==> src/rtl/wb_select_sequencer.sv <==
// wb_select_sequencer: write-back select sequencer driving a 4-to-16
// write-enable decoder. It queues up to two {index, count} requests and walks
// through consecutive register indices, one per cycle.
// Optional feature macro: WBSEL_STALL_EN adds a stall input that freezes
// stepping and forces the decoder disabled while asserted in RUN.
module wb_select_sequencer #(
    parameter int UUID = 0,
    parameter     NAME = ""
) (
    input  logic       clk,
    input  logic       rst,
    input  logic       req_valid,
    output logic       req_ready,
    input  logic [3:0] req_index,
    input  logic [3:0] req_count,
`ifdef WBSEL_STALL_EN
    input  logic       stall,
`endif
    output logic       Bit_1,
    output logic       Bit_2,
    output logic       Bit_3,
    output logic       Bit_4,
    output logic       Disable,
    output logic       busy,
    output logic       done
);

    typedef enum logic {
        IDLE = 1'b0,
        RUN  = 1'b1
    } state_t;

    // Instance identification only; it has no effect on the logic.
    logic unused_params;
    assign unused_params = (UUID == 0) ^ (NAME == "");

    // Register index arithmetic is modulo 16: index 15 steps to index 0.
    function automatic logic [3:0] idx_step(input logic [3:0] idx);
        return idx + 4'd1;
    endfunction

    state_t     state_q, state_d;
    logic [3:0] cur_idx_q, cur_idx_d;
    logic [3:0] remain_q, remain_d;
    logic       done_q, done_d;
    logic       dis_q;
    logic       busy_q;
    logic       ready_q;

    // Two-entry request queue; payload regs carry no reset, pointers do.
    logic [3:0] fifo_idx [0:1];
    logic [3:0] fifo_cnt [0:1];
    logic       wr_ptr_q;
    logic       rd_ptr_q;
    logic [1:0] occ_q, occ_d;

    logic push;
    logic pop;
    logic hold;
    logic fifo_nonempty;

`ifdef WBSEL_STALL_EN
    assign hold = stall;
`else
    assign hold = 1'b0;
`endif

    assign push          = req_valid & ready_q;
    assign fifo_nonempty = (occ_q != 2'd0);

    // Next-state logic: load from the queue head, step the index, end bursts.
    always_comb begin
        state_d   = state_q;
        cur_idx_d = cur_idx_q;
        remain_d  = remain_q;
        done_d    = 1'b0;
        pop       = 1'b0;
        unique case (state_q)
            IDLE: begin
                if (fifo_nonempty && !hold) begin
                    pop       = 1'b1;
                    cur_idx_d = fifo_idx[rd_ptr_q];
                    remain_d  = fifo_cnt[rd_ptr_q];
                    state_d   = RUN;
                end
            end
            RUN: begin
                if (!hold) begin
                    if (remain_q != 4'd0) begin
                        cur_idx_d = idx_step(cur_idx_q);
                        remain_d  = remain_q - 4'd1;
                    end else begin
                        done_d = 1'b1;
                        if (fifo_nonempty) begin
                            // Chain straight into the next request: no bubble.
                            pop       = 1'b1;
                            cur_idx_d = fifo_idx[rd_ptr_q];
                            remain_d  = fifo_cnt[rd_ptr_q];
                        end else begin
                            state_d = IDLE;
                        end
                    end
                end
            end
            default: state_d = IDLE;
        endcase
    end

    // Queue occupancy after this edge's push and pop.
    always_comb begin
        occ_d = occ_q;
        unique case ({push, pop})
            2'b10:   occ_d = occ_q + 2'd1;
            2'b01:   occ_d = occ_q - 2'd1;
            default: occ_d = occ_q;
        endcase
    end

    // Control state, registered outputs and queue pointers.
    always_ff @(posedge clk or negedge rst) begin
        if (!rst) begin
            state_q   <= IDLE;
            cur_idx_q <= 4'd0;
            remain_q  <= 4'd0;
            done_q    <= 1'b0;
            dis_q     <= 1'b1;
            busy_q    <= 1'b0;
            ready_q   <= 1'b1;
            wr_ptr_q  <= 1'b0;
            rd_ptr_q  <= 1'b0;
            occ_q     <= 2'd0;
        end else begin
            state_q   <= state_d;
            cur_idx_q <= cur_idx_d;
            remain_q  <= remain_d;
            done_q    <= done_d;
            dis_q     <= (state_d != RUN);
            busy_q    <= (state_d == RUN);
            ready_q   <= (occ_d != 2'd2);
            occ_q     <= occ_d;
            if (push) wr_ptr_q <= ~wr_ptr_q;
            if (pop)  rd_ptr_q <= ~rd_ptr_q;
        end
    end

    // Queue payload storage, written on accept.
    always_ff @(posedge clk) begin
        if (push) begin
            fifo_idx[wr_ptr_q] <= req_index;
            fifo_cnt[wr_ptr_q] <= req_count;
        end
    end

    assign req_ready = ready_q;
    assign Bit_1     = cur_idx_q[0];
    assign Bit_2     = cur_idx_q[1];
    assign Bit_3     = cur_idx_q[2];
    assign Bit_4     = cur_idx_q[3];
    assign busy      = busy_q;
    assign done      = done_q;

`ifdef WBSEL_STALL_EN
    // A stall in RUN masks the decoder in the same cycle.
    assign Disable = dis_q | (stall & busy_q);
`else
    assign Disable = dis_q;
`endif

endmodule
==> config.mk <==
export PLATFORM = sky130hd
export DESIGN_NAME = wb_select_sequencer
export DESIGN_NICKNAME = d
export VERILOG_FILES = /design/src/rtl/wb_select_sequencer.sv
export SDC_FILE = /design/constraint.sdc
export NUM_CORES = 1
export LEC_CHECK = 0
export CAP_MARGIN = 40
export CORE_AREA = 2 2 53 55
export DETAILED_ROUTE_END_ITERATION = 8
export DIE_AREA = 0 0 55 57
export PLACE_DENSITY = 0.79
export SLEW_MARGIN = 30
export SYNTH_ARGS = -nofsm -noshare
export SYNTH_HDL_FRONTEND = slang
export SYNTH_SLANG_ARGS = --single-unit
==> constraint.sdc <==
create_clock -name clk -period 3.4 [get_ports clk]
set_input_delay 1.02 -clock clk [delete_from_list [all_inputs] [get_ports clk]]
set_output_delay 1.02 -clock clk [all_outputs]
set_load 0.01 [all_outputs]
==> metrics <==
Max Root-Sink Buffers 2; xor and xnor fraction of the mapped netlist area 0.0317; Cell Chain, Critical Path clkdlybuf4s50_1; status completed; vias in the first global route 900; count of pins on the block boundary 19; area after detailed placement 1600 sq um; highest metal layer with signal wires met4; number of buffer cells added on primary ports 18; final instance count without filler cells 157; total number of vias 842; clock tree skew after final layout 12.8 ps; min cycle time layout 2430 ps; HP Class reg -> reg; worst path bufs/invs 1; number of hold buffers added after cts 0; Antenna Nets Post-Route 0; via density per instance 5.36; main combinational cell family by area after synthesis simple AND/OR/NAND/NOR gates; part of the Yosys area used for sequential elements 0.640; post-route DRC violation count 0; power per cell area 895 nW/um^2; crit-path max cell delay 560 ps; clock edge transition at the registers on the reported setup and hold paths 100 ps; Avg Cell Area, Syn 13.8 sq um; fraction of the mapped netlist area in compound gates 0.0762; finished layout cell area 1660 sq um; TritonRoute pass-1 iters 4; share of the cycle needed by the critical path after routing 0.714; HPWL after detailed placement 1670 microns; critical path's slowest cell sky130_fd_sc_hd__dfstp_2; Worst Path Max Fanout 3; crit path kind reg -> out; sum of routed wire length over all layers 2290 microns; post-cts gate resize count 0; Worst Setup Start Kind flip-flop; most area-consuming cells after synthesis sky130_fd_sc_hd__edfxtp_1, sky130_fd_sc_hd__dfrtp_1, sky130_fd_sc_hd__mux2i_1, sky130_fd_sc_hd__dfstp_2, sky130_fd_sc_hd__ha_1; final number of hold-violating endpoints 0; maximum number of pins on one net before global-route repair 17; number of distinct library cell variants in the gate-level netlist after synthesis 27; final-layout fill cell count 224; sinks on the clock net 32; net total in the final layout 140; initial core utilization 0.528; routed metal-1 wirelength 970 microns; total length of routed met3 wires 109 microns; number of DRC markers after the initial detailed-route iteration 8; clock tree from TritonCTS done; global route total overflow 0; final weighted congestion of routability-driven global placement 0.719; Sum Neg Setup Slack 0 ps; simple logic cell fraction of the synthesized area 0.125; wire length on met2 1170 microns; leakage power of the design 0.696 nW; cells after synthesis 100; Arr. time, crit path 1410 ps; final core utilization 0.634; Maximum Capacitance Violations 0; CTS Buf Count 5; die width 55 microns; wire per inst 14.6 microns; GR Util All Layers 0.183; share of post-route cells with drive strength above 1 0.135; master cell of the clock root buffer sky130_fd_sc_hd__clkbuf_4; clock latency at the later pin of the worst-skew pair 320 ps; Critical Path Sink Type output pin; upper clock frequency limit 412 MHz; number of antenna repair diodes 0; antenna violations before repair 0; max-slew violations 0; count of warnings emitted by yosys 0; post-CTS setup repair buffer count 0; wire length of the first global-routing pass 3890 microns; share of the synthesized area in the top cell type 0.348; leading area contributor after synthesis sky130_fd_sc_hd__edfxtp_1; row count 19; cell count after placement 148; max-slew headroom at the worst pin 0.575; synthesized flop and latch total 32; data required time of the critical path 2380 ps; layout overhead on the synthesized area 20.2%; total die area 3140 sq um; core footprint 2620 sq um; Die H 57 microns; number of H-tree branching levels 2; setup repair after global routing missed its margin false; post-synthesis share of cell area spent on full adders, half adders and majority gates 0.0363; pre-CTS setup slack 864 ps; final count of negative-setup-slack endpoints 0; maximum VDD drop 0.000499 V; worst-case setup margin in the final layout 971 ps; synthesized cell area 1380 sq um; nets in the synthesized netlist 115; family with the most delay on the worst path flip-flops; slew at the pin with the worst max-slew slack 635 ps; share of synthesized area spent on multiplexers 0.0725
-- path summary, 6_finish.rpt --
| kind | from | to | slack (ps) | cells after the start |
|---|---|---|---|---|
| worst max-delay path | req_ready$_DFF_PN1_ | req_ready | 970 | 1 |
| worst min-delay path | wr_ptr_q$_DFFE_PN0P_ | wr_ptr_q$_DFFE_PN0P_ | 510 | 1 |
| worst max register to register | remain_q[0]$_DFF_PN0_ | req_ready$_DFF_PN1_ | 1260 | 9 |
| worst min register to register | wr_ptr_q$_DFFE_PN0P_ | wr_ptr_q$_DFFE_PN0P_ | 510 | 1 |
| max in group asynchronous | rst | cur_idx_q[3]$_DFF_PN0_ | 2030 | 2 |
| min in group asynchronous | rst | occ_q[0]$_DFF_PN0_ | 970 | 1 |
-- per-stage QoR --
step / hold WS [ps] / total power, mW
after floorplan: 459 / 1.10
after global placement: 477 / 1.25
after global routing: 539 / 1.60
after detailed placement: 494 / 1.30
after CTS: 512 / 1.50
final: 515 / 1.48
-- synthesized netlist by cell type (all sizes together) --
cell type,number
ha,4
nor2b,1
nor3,6
buf,2
nand2,4
nand2b,1
o21ai,5
xor2,2
edfxtp,16
nand3,2
dfrtp,14
a21oi,4
nor3b,4
and3,1
or3b,1
a211o,4
nor2,9
mux2i,10
dfstp,2
a221o,1
xnor2,3
inv,4
-- state kept, by name, indices dropped and copies added, names as in the netlist, 2 cells and up --
signal     flops
fifo_cnt       8
fifo_idx       8
remain_q       4
occ_q          2
cur_idx_q      4
-- final cells by class --
cell class,instances,area (sq um),share of cell area
sequential,32,883,0.532
multi-input combinational,62,472,0.284
timing repair buffer,20,199,0.120
tap,31,38.8,0.0234
clock buffer,5,37.5,0.0226
inverter,4,15.0,0.00905
clock inverter,3,13.8,0.00830
-- power by group --
group          leakage (nW)  total, mW  switching, mW  internal, mW
registers             0.335      0.671          0.117         0.554
clock network        0.0324      0.197          0.122        0.0758
logic                 0.329      0.616          0.301         0.315
total                 0.696       1.48          0.539         0.945
-- routing by layer --
metal  track usage  up-vias
met5             0        -
met4        0.0697        0
met3        0.0864        5
met2         0.294       19
met1         0.208      407
li1              -      411
-- logic make-up (layout without fill, tap and decap cells) --
| logic type | after synthesis | after routing |
|---|---|---|
| buffers and inverters | 6 | 32 |
| AOI/OAI and AO/OA | 14 | 14 |
| adders and majority gates | 4 | 4 |
| xor gates and xnor gates | 5 | 5 |
| and+or+nand+nor | 29 | 29 |
| muxes | 10 | 10 |
| DFF | 32 | 32 |
-- layout by cell type, fill, tap and decap left out, types with 2 or more instances in the layout --
master and n:
sky130_fd_sc_hd__clkdlybuf4s50_1 18, sky130_fd_sc_hd__edfxtp_1 16, sky130_fd_sc_hd__dfrtp_1 14, sky130_fd_sc_hd__mux2i_1 10
sky130_fd_sc_hd__nor2_1 8, sky130_fd_sc_hd__nor3_1 6, sky130_fd_sc_hd__clkbuf_4 5, sky130_fd_sc_hd__inv_1 4
sky130_fd_sc_hd__a21oi_1 4, sky130_fd_sc_hd__a211o_1 4, sky130_fd_sc_hd__ha_1 4, sky130_fd_sc_hd__o21ai_1 3
sky130_fd_sc_hd__nor3b_1 3, sky130_fd_sc_hd__nand2_1 3, sky130_fd_sc_hd__xnor2_1 3, sky130_fd_sc_hd__dfstp_2 2
sky130_fd_sc_hd__xor2_1 2, sky130_fd_sc_hd__nand3_1 2, sky130_fd_sc_hd__clkinv_2 2
Note: power is estimated with default switching activity, not from simulation.
